File: src/rtl/anita_trig_pkg.sv
// Shared encodings and default widths for the ANITA PPS / external trigger inputs.
// Warm-up length is the number of post-reset cycles edge detection stays masked.
package anita_trig_pkg;

    typedef enum logic {
        EDGE_RISE = 1'b0,
        EDGE_FALL = 1'b1
    } edge_sel_e;

    localparam int PPS_HOLD_W = 8;
    localparam int PPS_CNT_W  = 16;

    localparam logic [1:0] WARM_LEN = 2'd3;

endpackage

File: src/rtl/anita_pps_trig_chan.sv
// One trigger channel: 2-flop synchroniser, selectable edge, holdoff, fired/suppressed counters.
// Latency: input sampled at edge k -> chan_trig high after edge k+2; no backpressure, counters saturate.
module anita_pps_trig_chan
    import anita_trig_pkg::*;
#(
    parameter int HOLD_W = PPS_HOLD_W,
    parameter int CNT_W  = PPS_CNT_W
) (
    input  logic              clk33_i,
    input  logic              rst_n_i,
    input  logic              warm,
    input  logic              pps,
    input  logic              en,
    input  logic              edge_sel,
    input  logic              hold_dis,
    input  logic [HOLD_W-1:0] holdoff_len,
    input  logic              cnt_clr,
    output logic              chan_trig,
    output logic              holdoff,
    output logic [CNT_W-1:0]  fired_cnt,
    output logic [CNT_W-1:0]  supp_cnt
);

    logic              s1, s2, prv;
    logic [HOLD_W-1:0] hcnt;
    logic              edge_det;
    logic              fire;
    logic              suppress;

    always_comb begin
        edge_det = 1'b0;
        if (warm) begin
            edge_det = (edge_sel == EDGE_FALL) ? (prv & ~s2) : (s2 & ~prv);
        end
        fire     = edge_det & en & (hcnt == '0);
        suppress = edge_det & en & (hcnt != '0);
    end

    assign holdoff = (hcnt != '0);

    always_ff @(posedge clk33_i or negedge rst_n_i) begin
        if (!rst_n_i) begin
            s1        <= 1'b0;
            s2        <= 1'b0;
            prv       <= 1'b0;
            chan_trig <= 1'b0;
        end else begin
            s1        <= pps;
            s2        <= s1;
            prv       <= s2;
            chan_trig <= fire;
        end
    end

    // Arm on the same edge that registers the pulse, so the counter reads L
    // while the pulse is visible and the next pulse can land L+1 cycles later.
    always_ff @(posedge clk33_i or negedge rst_n_i) begin
        if (!rst_n_i) begin
            hcnt <= '0;
        end else if (fire && !hold_dis && (holdoff_len != '0)) begin
            hcnt <= holdoff_len;
        end else if (hcnt != '0) begin
            hcnt <= hcnt - HOLD_W'(1);
        end
    end

    always_ff @(posedge clk33_i or negedge rst_n_i) begin
        if (!rst_n_i) begin
            fired_cnt <= '0;
            supp_cnt  <= '0;
        end else if (cnt_clr) begin
            fired_cnt <= '0;
            supp_cnt  <= '0;
        end else begin
            if (fire && (fired_cnt != '1)) begin
                fired_cnt <= fired_cnt + CNT_W'(1);
            end
            if (suppress && (supp_cnt != '1)) begin
                supp_cnt <= supp_cnt + CNT_W'(1);
            end
        end
    end

endmodule

File: src/rtl/anita_multi_pps_trigger.sv
// NCH-channel PPS/external trigger with post-reset warm-up mask and merged OR output.
// Latency: 2 cycles from first sample to chan_trig_o, trig_o same cycle; no backpressure.
module anita_multi_pps_trigger
    import anita_trig_pkg::*;
#(
    parameter int NCH    = 2,
    parameter int HOLD_W = PPS_HOLD_W,
    parameter int CNT_W  = PPS_CNT_W
) (
    input  logic                 clk33_i,
    input  logic                 rst_n_i,
    input  logic [NCH-1:0]       pps_i,
    input  logic [NCH-1:0]       en_i,
    input  logic [NCH-1:0]       edge_sel_i,
    input  logic                 disable_i,
    input  logic [HOLD_W-1:0]    holdoff_len_i,
    input  logic                 cnt_clr_i,
    output logic [NCH-1:0]       chan_trig_o,
    output logic                 trig_o,
    output logic [NCH-1:0]       holdoff_o,
    output logic [NCH*CNT_W-1:0] fired_cnt_o,
    output logic [NCH*CNT_W-1:0] supp_cnt_o
);

    logic [1:0] warm_cnt;
    logic       warm;

    // Masks the synchroniser fill so an input already high at release never fires.
    always_ff @(posedge clk33_i or negedge rst_n_i) begin
        if (!rst_n_i) begin
            warm_cnt <= '0;
        end else if (warm_cnt != WARM_LEN) begin
            warm_cnt <= warm_cnt + 2'd1;
        end
    end

    assign warm = (warm_cnt == WARM_LEN);

    for (genvar g = 0; g < NCH; g++) begin : g_chan
        anita_pps_trig_chan #(
            .HOLD_W (HOLD_W),
            .CNT_W  (CNT_W)
        ) u_chan (
            .clk33_i     (clk33_i),
            .rst_n_i     (rst_n_i),
            .warm        (warm),
            .pps         (pps_i[g]),
            .en          (en_i[g]),
            .edge_sel    (edge_sel_i[g]),
            .hold_dis    (disable_i),
            .holdoff_len (holdoff_len_i),
            .cnt_clr     (cnt_clr_i),
            .chan_trig   (chan_trig_o[g]),
            .holdoff     (holdoff_o[g]),
            .fired_cnt   (fired_cnt_o[g*CNT_W +: CNT_W]),
            .supp_cnt    (supp_cnt_o[g*CNT_W +: CNT_W])
        );
    end

    assign trig_o = |chan_trig_o;

endmodule

File: config.mk
export PLATFORM = sky130hd
export DESIGN_NAME = anita_multi_pps_trigger
export DESIGN_NICKNAME = d
export VERILOG_FILES = /design/src/rtl/anita_trig_pkg.sv /design/src/rtl/anita_pps_trig_chan.sv /design/src/rtl/anita_multi_pps_trigger.sv
export SDC_FILE = /design/constraint.sdc
export NUM_CORES = 1
export LEC_CHECK = 0
export ABC_AREA = 1
export ABC_CLOCK_PERIOD_IN_PS = 1800
export CAP_MARGIN = 10
export CORE_AREA = 3 3 126 128
export DETAILED_ROUTE_END_ITERATION = 7
export DIE_AREA = 0 0 129 131
export MAX_ROUTING_LAYER = met4
export PLACE_DENSITY = 0.62
export SYNTH_ARGS = -nofsm -noshare
export SYNTH_HDL_FRONTEND = slang
export SYNTH_SLANG_ARGS = --single-unit
File: constraint.sdc
create_clock -name clk33_i -period 1.8 [get_ports clk33_i]
set_input_delay 0.36 -clock clk33_i [delete_from_list [all_inputs] [get_ports clk33_i]]
set_output_delay 0.36 -clock clk33_i [all_outputs]
set_load 0.01 [all_outputs]
* After elaboration in Yosys (flattened, before gate mapping)
Cells that the tools add are included.
** Word-level totals
- Bits in read-only memories :: 0
- Output and inout bits :: 69
- Bits in writable memories :: 0
- Input bits :: 18
- Logic and storage cells :: 79
- Bits in latches :: 0
- Register bits :: 90
- Memories :: 0
** Cells by class
- Shifts and indexed selects :: 0
- Multiply operators :: 0
- Magnitude comparators :: 0
- Multiplexer cells :: 16
- Div/mod/pow operators :: 0
- $add $sub $neg :: 7
- Bitwise operators :: 14
- Eq/ne operators :: 6
- Reductions and logical operators :: 21
** Operator list (number)
- 2-to-1 mux 16 bit :: 8
- adder 16 x 1 -> 16 bit, second input constant :: 4
- != test 16 bit, second input constant :: 4
- 2-to-1 mux 8 bit :: 4
- nonzero test 8 bit :: 3
- zero test 8 bit :: 2
- subtractor 8 x 1 -> 8 bit, second input constant :: 2
- nonzero test 2 bit :: 6
- bitwise AND 1 bit :: 10
- logical AND 1 bit :: 8
- 2-to-1 mux 1 bit :: 4
- NOT 1 bit :: 4
- adder 2 x 1 -> 2 bit, second input constant :: 1
- == test 2 bit, second input constant :: 1
- != test 2 bit, second input constant :: 1
- OR reduction 2 bit :: 1
- zero test 1 bit :: 1

* Depth between registers and ports, before layout
Gate-level depths: netlist of run 1.
- Word-level depth :: 9
- Mapped depth :: 11
- Mapped depth without buffers :: 11

* Hierarchy
Synthesis of run 1 repeated with hierarchy kept, for this count alone.
** Unflattened totals
- Cell total of the unflattened synthesis :: 777
- Area total of the unflattened synthesis :: 5824.3 sq um
** Modules (own cells, without submodules)
- anita_pps_trig_chan :: times used 2, area an instance 2856.5 sq um, cells each 382
- anita_multi_pps_trigger :: times used 1, area an instance 111.4 sq um, cells each 13

* Least setup slack after synthesis of run 1
Ideal clock, no wire load.
- Path type :: flip-flop to flip-flop
- From :: register g_chan[1].u_chan.supp_cnt[1]
- To :: register g_chan[1].u_chan.supp_cnt[3]
- Path slack :: 0.207 ns
- Clock period less this slack :: 1.593 ns
- Path buffers :: 1
- Stages on the path, launching flop included :: 10
- Arrival time :: 1.475 ns
- Cells stage by stage :: dfrtp_1 > ha_1 > inv_1 > nor2_4 > nand2_2 > nor2_2 > nor2_4 > buf_6 > nand3b_1 > nand2_1
** On the way
- Longest elaborated chain between the ends :: 3
** RTL lines
- start, declared :: line anita_pps_trig_chan.sv:21 : output logic [CNT_W-1:0] supp_cnt
- start signal, assigned :: line anita_pps_trig_chan.sv:79 : supp_cnt <= supp_cnt + CNT_W'(1);
- adder 16 x 1 -> 16 bit / != test 16 bit (equally long branches) :: line anita_pps_trig_chan.sv:79, anita_pps_trig_chan.sv:78
- 2-to-1 mux 16 bit / logical AND 1 bit (equally long branches) :: line anita_pps_trig_chan.sv:78 : if (suppress && (supp_cnt != '1)) begin
- 2-to-1 mux 16 bit / nonzero test 2 bit (equally long branches)
Several ways; a longest one is shown, not always the timed one. The select of a mux whose other input is x is not followed.
A chain may end at the register's enable or synchronous reset.

* Worst setup path after layout of run 1
- From :: register g_chan[1].u_chan.fired_cnt[14]
- To :: output port fired_cnt_o[30]
** RTL lines
- start, declared :: line anita_pps_trig_chan.sv:20 : output logic [CNT_W-1:0] fired_cnt,
- start signal, assigned :: line anita_pps_trig_chan.sv:76 : fired_cnt <= fired_cnt + CNT_W'(1);
- end, declared :: line anita_multi_pps_trigger.sv:21 : output logic [NCH*CNT_W-1:0] fired_cnt_o,
No word-level cell between the ends.

==> impl_metrics.xml, run 1 <==
<?xml version="1.0" encoding="UTF-8"?>
<metrics>
  <group name="critical_path">
    <metric name="worst_setup_path_start_kind" unit="">flip-flop</metric>
    <metric name="critical_path_class" unit="">reg2out</metric>
    <metric name="worst_r2r_path_depth" unit="">11</metric>
    <metric name="critical-path-top-delay-family" unit="">buffers and inverters</metric>
    <metric name="slowest_delay" unit="ps">590</metric>
    <metric name="worst_ep_arrival_time" unit="ps">1410</metric>
    <metric name="required" unit="ps">1440</metric>
    <metric name="cpMaxStageDelayCell" unit="">sky130_fd_sc_hd__clkdlybuf4s50_1</metric>
    <metric name="startpoint_of_the_worst_slack_reg_to_reg_timing_path" unit="">g_chan[1].u_chan.hcnt[0]</metric>
    <metric name="crit-reg2reg-capture" unit="">g_chan[1].u_chan.hcnt[1]</metric>
    <metric name="timing.critical_path.fanout_max" unit="">6</metric>
    <metric name="end_kind" unit="">primary output</metric>
    <metric name="critical_path_buf_inv_count" unit="">1</metric>
    <metric name="cp_cell_instances" unit="">clkdlybuf4s50_1</metric>
    <metric name="ff2ff_setup_slack" unit="ps">90</metric>
  </group>
  <group name="clock_network">
    <metric name="clock_tree.buffer_depth" unit="">2</metric>
    <metric name="htree_levels" unit="">3</metric>
    <metric name="clk_latency" unit="ps">350</metric>
    <metric name="clkSinkCount" unit="">90</metric>
    <metric name="cts_made_buffers" unit="">9</metric>
    <metric name="cts_tree" unit="">yes</metric>
    <metric name="clock_pin_slew_on_the_worst_setup_and_hold_paths" unit="ps">70</metric>
    <metric name="cts_root_buf" unit="">sky130_fd_sc_hd__clkbuf_16</metric>
  </group>
  <group name="cells_and_area">
    <metric name="multi_input_area" unit="sq um">3350</metric>
    <metric name="final-seq-area" unit="sq um">2270</metric>
    <metric name="layout.nets" unit="">963</metric>
    <metric name="n_antenna_cell" unit="">0</metric>
    <metric name="final_area" unit="sq um">7900</metric>
    <metric name="final_layout_size_suffix_gt1_frac" unit="">0.180</metric>
    <metric name="n_fill_cell" unit="">1432</metric>
    <metric name="area_delta_synth_final" unit="%">32.7</metric>
  </group>
  <group name="flow_run">
    <metric name="maxCapViolations" unit="">0</metric>
  </group>
  <group name="sta">
    <metric name="period_share" unit="">0.981</metric>
    <metric name="layout_min_cycle_time" unit="ps">1770</metric>
    <metric name="finalSetupViolations" unit="">0</metric>
    <metric name="setup_ws" unit="ps">34.2</metric>
    <metric name="timing.slew.headroom" unit="">0.697</metric>
    <metric name="fmax" unit="MHz">566</metric>
    <metric name="rsz_0062_raised_after_global_routing" unit="">yes</metric>
    <metric name="timing.final.max_slew_violations" unit="">0</metric>
    <metric name="worst_hold_slack" unit="ps">350</metric>
    <metric name="setup_tns" unit="ps">0</metric>
    <metric name="worst_pin_slew" unit="ps">451</metric>
    <metric name="final.setup_skew" unit="ps">8.25</metric>
    <metric name="finalHoldViolCount" unit="">0</metric>
  </group>
  <group name="drt">
    <metric name="drt_drc" unit="">0</metric>
    <metric name="initial_drt_pass_iterations" unit="">4</metric>
    <metric name="routedWlPerCell" unit="microns">13.3</metric>
    <metric name="ant_nets_after_route" unit="">0</metric>
    <metric name="routed_wirelength" unit="mm">15.1</metric>
    <metric name="vias_after_detailed_routing" unit="">5505</metric>
    <metric name="viasPerCell" unit="">4.87</metric>
    <metric name="drt_iter0_drc" unit="">322</metric>
  </group>
  <group name="power">
    <metric name="share_clk_of_total_power" unit="">0.488</metric>
    <metric name="switching_share" unit="">0.225</metric>
    <metric name="power.share.combinational" unit="">0.065</metric>
    <metric name="ir_drop" unit="V">0.000420</metric>
    <metric name="internal-power" unit="uW">3540</metric>
    <metric name="power_density" unit="nW/um^2">579</metric>
    <metric name="switchingPower" unit="uW">1030</metric>
    <metric name="p_leak" unit="uW">0.00367</metric>
    <metric name="seq_power_share" unit="">0.447</metric>
  </group>
  <group name="min_path">
    <metric name="holdCritPathClass" unit="">reg2reg</metric>
    <metric name="holdCritStartpoint" unit="">g_chan[1].u_chan.s1</metric>
    <metric name="whs_endpoint" unit="">g_chan[1].u_chan.s2</metric>
    <metric name="worst_hold_path.num_cells" unit="">0</metric>
  </group>
  <group name="synth">
    <metric name="synth_ff_type" unit="">sky130_fd_sc_hd__dfrtp_1</metric>
    <metric name="synth_fp_nets" unit="">831</metric>
    <metric name="synth.top_cells.by_count" unit="">sky130_fd_sc_hd__nand2_1 (230), sky130_fd_sc_hd__nand3_1 (122), sky130_fd_sc_hd__nor2_1 (103)</metric>
    <metric name="post_synth_top_area_share" unit="">0.378</metric>
    <metric name="seq_area_frac_synth" unit="">0.378</metric>
    <metric name="synthDistinctLibCells" unit="">37</metric>
    <metric name="ys_ff_latch" unit="">90</metric>
    <metric name="async_flop_share" unit="">1.00</metric>
    <metric name="synth-edff-count" unit="">0</metric>
    <metric name="yosysWarnings" unit="">0</metric>
    <metric name="synth.top_cells.by_area" unit="">sky130_fd_sc_hd__dfrtp_1 (38%), sky130_fd_sc_hd__nand2_1 (15%), sky130_fd_sc_hd__nand3_1 (10%)</metric>
    <metric name="synthMostInstantiatedCell" unit="">sky130_fd_sc_hd__nand2_1</metric>
    <metric name="synth.avg_cell_area" unit="sq um">7.39</metric>
    <metric name="postSynthCellCount" unit="">806</metric>
    <metric name="post_synth_instance_area" unit="sq um">5950</metric>
    <metric name="synth_top_cell_by_area" unit="">sky130_fd_sc_hd__dfrtp_1</metric>
  </group>
  <group name="global_routing">
    <metric name="globalRouteOverflowTotal" unit="">0</metric>
    <metric name="grt_first_pass_wirelength" unit="mm">25.1</metric>
    <metric name="grt_pass1_vias" unit="">5106</metric>
    <metric name="largest_net_degree_at_the_start_of_global_routing" unit="">51</metric>
    <metric name="gr-usage-all-layers" unit="">0.188</metric>
    <metric name="antenna_violations_before_repair" unit="">0</metric>
  </group>
  <group name="place">
    <metric name="detailedPlace.worstSlack" unit="ps">-55.9</metric>
    <metric name="placedInstanceArea" unit="sq um">7300</metric>
    <metric name="numPortBuffers" unit="">86</metric>
    <metric name="finalWeightedCongestion" unit="">0.897</metric>
    <metric name="hpwlAfterDp" unit="mm">10.7</metric>
  </group>
  <group name="floorplanning">
    <metric name="design.portCount" unit="">87</metric>
    <metric name="num_rows" unit="">45</metric>
    <metric name="die_h" unit="microns">131</metric>
    <metric name="starting_utilization_of_the_core_area" unit="">0.397</metric>
    <metric name="die_area" unit="sq um">16900</metric>
    <metric name="placeableCoreArea" unit="sq um">15000</metric>
    <metric name="die_x" unit="microns">129</metric>
  </group>
  <group name="status">
    <metric name="status" unit="">finished clean</metric>
  </group>
</metrics>
## per-layer routing
metal	share of wire	track usage	up-vias	wire length, microns
met3	0.035	0.0325	14	521
met1	0.48	0.251	2545	7220
met2	0.47	0.293	87	7130
li1	-	-	2859	-
met5	0	-	-	0
met4	0.014	0.0581	0	211
## power by group through the flow
stage	registers, uW	logic (uW)	clock network [uW]
global placement	2080	278	0
global route	2040	328	2360
floorplan	2080	126	0
finish	2040	295	2230
CTS	2040	282	2280
detailed placement	2080	278	0
## layout by cell type (no fill, tap or decap), types with 2 or more instances in the layout
cell type                         count
sky130_fd_sc_hd__ha_1                 3
sky130_fd_sc_hd__bufinv_16            3
sky130_fd_sc_hd__o21ai_0              7
sky130_fd_sc_hd__nand3_4              2
sky130_fd_sc_hd__nand2_1            230
sky130_fd_sc_hd__o21ai_4              3
sky130_fd_sc_hd__inv_1               59
sky130_fd_sc_hd__nor2_2              10
sky130_fd_sc_hd__nand2_4              6
sky130_fd_sc_hd__ha_2                 3
sky130_fd_sc_hd__xor2_1              30
sky130_fd_sc_hd__buf_4               46
sky130_fd_sc_hd__nor2_1             102
sky130_fd_sc_hd__nor2_4               8
sky130_fd_sc_hd__nand4_4              2
sky130_fd_sc_hd__o22ai_1              2
sky130_fd_sc_hd__xnor2_1              4
sky130_fd_sc_hd__buf_6                3
sky130_fd_sc_hd__inv_2               10
sky130_fd_sc_hd__clkbuf_16            9
sky130_fd_sc_hd__nor2_8               3
sky130_fd_sc_hd__or2_2                3
sky130_fd_sc_hd__dfrtp_1             74
sky130_fd_sc_hd__clkdlybuf4s50_1     81
sky130_fd_sc_hd__nand2_2              6
sky130_fd_sc_hd__o21ai_1              2
sky130_fd_sc_hd__nand3b_1            15
sky130_fd_sc_hd__a21oi_1              2
sky130_fd_sc_hd__buf_12              10
sky130_fd_sc_hd__o21bai_1             8
sky130_fd_sc_hd__nand3_2             15
sky130_fd_sc_hd__clkinvlp_4           2
sky130_fd_sc_hd__nor3_1               8
sky130_fd_sc_hd__dlygate4sd2_1        2
sky130_fd_sc_hd__dfrtp_2             16
sky130_fd_sc_hd__nand3_1            122
sky130_fd_sc_hd__nand4_1             20
## sequential cells by signal, indices dropped and copies added, names as in the netlist
name,cells
g_chan.u_chan.s2,2
g_chan.u_chan.s1,2
g_chan.u_chan.hcnt,16
g_chan.u_chan.supp_cnt,32
g_chan.u_chan.prv,2
g_chan.u_chan.fired_cnt,32
g_chan.u_chan.chan_trig,2
warm_cnt,2
## worst max path at each step
| stage | start | end | cells after the start |
|---|---|---|---|
| floorplan | g_chan[1].u_chan.supp_cnt[1] | g_chan[1].u_chan.supp_cnt[3] | 9 |
| global placement | en_i[1] | g_chan[1].u_chan.hcnt[7] | 8 |
| detailed placement | holdoff_len_i[7] | g_chan[0].u_chan.hcnt[6] | 10 |
| CTS | g_chan[1].u_chan.hcnt[0] | holdoff_o[1] | 6 |
| global route | g_chan[1].u_chan.hcnt[0] | holdoff_o[1] | 6 |
| finish | g_chan[1].u_chan.fired_cnt[14] | fired_cnt_o[30] | 1 |
## cell families after synthesis
kind of cell / after synthesis / synth area share
and+or+nand+nor: 554 / 0.452
adders and majority gates: 7 / 0.0147
xor gates and xnor gates: 34 / 0.0500
muxes: 1 / 0.00189
AOI/OAI and AO/OA: 25 / 0.0298
buffers and inverters: 95 / 0.0733
DFF: 90 / 0.378
## timing repair
action                     CTS  global route
setup endpoints to repair   10            83
resized for setup           21            29
hold buffers                 1             0
cloned                       0             1
setup buffers                6             8
hold endpoints to repair    28             0
pin swaps                    4             9
## through the flow
stage	util	power [uW]	cells
4_1_cts	0.515	4610	1122
5_1_grt	0.527	4730	1131
3_3_place_gp	0.487	2360	1099
6_report	0.527	4570	1131
3_5_place_dp	0.487	2360	1099
2_1_floorplan	-	2210	806
## cell type report
class                           count  share of cell area
Tap cell                          188              0.0298
Clock buffer                       10              0.0303
Multi-Input combinational cell    622               0.424
Inverter                           71              0.0342
Clock inverter                      6              0.0144
Timing Repair Buffer              144               0.180
Sequential cell                    90               0.288
(Power assumes the default switching activity.)
==> inputs of run 2 (changes only) <==
--- a/config.mk
+++ b/config.mk
@@ -9,6 +9,7 @@
 export ABC_CLOCK_PERIOD_IN_PS = 1800
 export CAP_MARGIN = 10
 export CORE_AREA = 3 3 126 128
+export CTS_BUF_LIST = sky130_fd_sc_hd__clkbuf_8
 export DETAILED_ROUTE_END_ITERATION = 7
 export DIE_AREA = 0 0 129 131
 export MAX_ROUTING_LAYER = met4
==> run 2 against run 1 <==
Effect of this change:
- hold slack better by 5.9 ps
- first-iteration DRC count is 6.2% lower
- core utilization about the same
- clock skew grew 3.9 ps
- maximum frequency shrank 0.81%
- critical endpoint is now holdoff_o[1]
- sequential power barely moved
- routed wire length decreased by 0.21%
- combinational power about the same
==> impl_metrics.xml, run 2 (synthesis gave the netlist of run 1 again) <==
<?xml version="1.0" encoding="UTF-8"?>
<metrics>
  <group name="critical_path">
    <metric name="end_kind" unit="">primary output</metric>
    <metric name="timing.critical_path.fanout_max" unit="">3</metric>
    <metric name="critical_path_class" unit="">reg2out</metric>
    <metric name="worst_setup_path_start_kind" unit="">flip-flop</metric>
    <metric name="required" unit="ps">1440</metric>
    <metric name="worst_ep_arrival_time" unit="ps">1420</metric>
  </group>
  <group name="cells_and_area">
    <metric name="area_delta_synth_final" unit="%">32.8</metric>
    <metric name="layout.nets" unit="">969</metric>
    <metric name="final_layout_size_suffix_gt1_frac" unit="">0.221</metric>
    <metric name="layout_top_registers" unit="">g_chan.u_chan.fired_cnt (32), g_chan.u_chan.supp_cnt (32), g_chan.u_chan.hcnt (16)</metric>
    <metric name="n_antenna_cell" unit="">0</metric>
    <metric name="layout_commonest_cell" unit="">sky130_fd_sc_hd__nand2_1</metric>
    <metric name="mostFrequentLayoutCells" unit="">sky130_fd_sc_hd__nand2_1 (230), sky130_fd_sc_hd__nand3_1 (122), sky130_fd_sc_hd__nor2_1 (101), sky130_fd_sc_hd__clkdlybuf4s50_1 (71), sky130_fd_sc_hd__inv_1 (58)</metric>
  </group>
  <group name="global_routing">
    <metric name="largest_net_degree_at_the_start_of_global_routing" unit="">51</metric>
    <metric name="globalRouteOverflowTotal" unit="">0</metric>
    <metric name="antenna_violations_before_repair" unit="">0</metric>
    <metric name="grt_first_pass_wirelength" unit="mm">24.9</metric>
    <metric name="grt_pass1_vias" unit="">5084</metric>
    <metric name="gr-usage-all-layers" unit="">0.186</metric>
  </group>
  <group name="drt">
    <metric name="ant_nets_after_route" unit="">0</metric>
    <metric name="initial_drt_pass_iterations" unit="">5</metric>
    <metric name="drt_drc" unit="">0</metric>
    <metric name="drt_iter0_drc" unit="">302</metric>
    <metric name="viasPerCell" unit="">4.93</metric>
    <metric name="vias_after_detailed_routing" unit="">5601</metric>
    <metric name="routed_wirelength" unit="mm">15.0</metric>
    <metric name="routedWlPerCell" unit="microns">13.2</metric>
  </group>
  <group name="clock_network">
    <metric name="clkSinkCount" unit="">90</metric>
    <metric name="cts_tree" unit="">yes</metric>
    <metric name="cts_root_buf" unit="">sky130_fd_sc_hd__clkbuf_8</metric>
    <metric name="clock_pin_slew_on_the_worst_setup_and_hold_paths" unit="ps">90</metric>
    <metric name="clk_latency" unit="ps">370</metric>
    <metric name="htree_levels" unit="">3</metric>
    <metric name="clock_tree.buffer_depth" unit="">2</metric>
    <metric name="cts_made_buffers" unit="">9</metric>
  </group>
  <group name="floorplanning">
    <metric name="die_area" unit="sq um">16900</metric>
    <metric name="num_rows" unit="">45</metric>
    <metric name="die_x" unit="microns">129</metric>
    <metric name="starting_utilization_of_the_core_area" unit="">0.397</metric>
    <metric name="placeableCoreArea" unit="sq um">15000</metric>
    <metric name="die_h" unit="microns">131</metric>
    <metric name="design.portCount" unit="">87</metric>
  </group>
  <group name="power">
    <metric name="ir_drop" unit="V">0.000265</metric>
    <metric name="post_layout_power" unit="uW">4070</metric>
    <metric name="power_density" unit="nW/um^2">515</metric>
    <metric name="p_leak" unit="uW">0.00378</metric>
  </group>
  <group name="place">
    <metric name="detailedPlace.worstSlack" unit="ps">-55.9</metric>
    <metric name="hpwlAfterDp" unit="mm">10.7</metric>
    <metric name="numPortBuffers" unit="">86</metric>
    <metric name="finalWeightedCongestion" unit="">0.897</metric>
  </group>
  <group name="sta">
    <metric name="worst_pin_slew" unit="ps">447</metric>
    <metric name="layout_min_cycle_time" unit="ps">1780</metric>
    <metric name="period_share" unit="">0.989</metric>
    <metric name="fmax" unit="MHz">562</metric>
    <metric name="finalSetupViolations" unit="">0</metric>
    <metric name="finalHoldViolCount" unit="">0</metric>
    <metric name="setup_ws" unit="ps">19.8</metric>
    <metric name="final.setup_skew" unit="ps">12.1</metric>
    <metric name="setup_tns" unit="ps">0</metric>
    <metric name="timing.final.max_slew_violations" unit="">0</metric>
    <metric name="rsz_0062_raised_after_global_routing" unit="">yes</metric>
    <metric name="timing.slew.headroom" unit="">0.700</metric>
  </group>
  <group name="min_path">
    <metric name="holdCritPathClass" unit="">reg2reg</metric>
  </group>
  <group name="status">
    <metric name="status" unit="">finished clean</metric>
  </group>
  <group name="flow_run">
    <metric name="maxCapViolations" unit="">0</metric>
  </group>
</metrics>
run 2: path summary, 6_finish.rpt:
kind,from,to,slack [ps],cells past startpoint
setup / recovery,g_chan[1].u_chan.hcnt[0],holdoff_o[1],20,6
hold / removal,g_chan[1].u_chan.s1,g_chan[1].u_chan.s2,360,0
setup reg to reg,g_chan[1].u_chan.hcnt[0],g_chan[1].u_chan.hcnt[1],90,11
hold reg to reg,g_chan[1].u_chan.s1,g_chan[1].u_chan.s2,360,0
max in group asynchronous,rst_n_i,g_chan[0].u_chan.supp_cnt[12],790,3
min in group asynchronous,rst_n_i,warm_cnt[0],460,2
run 2: final cells by class:
| class | instances | area (sq um) |
|---|---|---|
| clock buffer | 10 | 138 |
| clock inverter | 6 | 114 |
| fill | 1441 | 7070 |
| inverter | 71 | 268 |
| multi-input combinational | 622 | 3350 |
| sequential | 90 | 2310 |
| tap | 188 | 235 |
| timing repair buffer | 150 | 1490 |
run 2: through the flow:
stage / utilization / hold WS (ps) / cells / area, sq um
after global routing: 0.528 / 370 / 1137 / 7910
after floorplan: - / 64.4 / 806 / 5950
after CTS: 0.510 / 359 / 1122 / 7640
after global placement: 0.487 / 325 / 1099 / 7300
final: 0.528 / 356 / 1137 / 7910
after detailed placement: 0.487 / 331 / 1099 / 7300
run 2: metal layers:
layer / part of all wire / global-route usage
met1: 0.48 / 0.249
met2: 0.47 / 0.290
met3: 0.038 / 0.0309
met4: 0.011 / 0.0574
met5: 0 / -
run 2: worst max-delay path, cell delays in order, from the launching register on:
cell	delay, ps
sky130_fd_sc_hd__dfrtp_1	400
sky130_fd_sc_hd__inv_2	80
sky130_fd_sc_hd__ha_4	130
sky130_fd_sc_hd__inv_2	40
sky130_fd_sc_hd__nor3_4	160
sky130_fd_sc_hd__nand2_4	100
sky130_fd_sc_hd__buf_6	130
run 2: timing repair:
item | CTS | global route
pin swaps | 4 | 7
hold buffers | 1 | 0
endpoints found under the setup margin | 29 | 111
resized for setup | 41 | 50
hold endpoints to repair | 28 | 0
setup buffers | 6 | 14
gates cloned | 0 | 1
run 2: report_power, final:
part           total, uW  internal, uW  switching (uW)
Combinational        294           111             184
Clock               1730           962             770
Sequential          2040          2030            9.95
Total               4070          3100             964
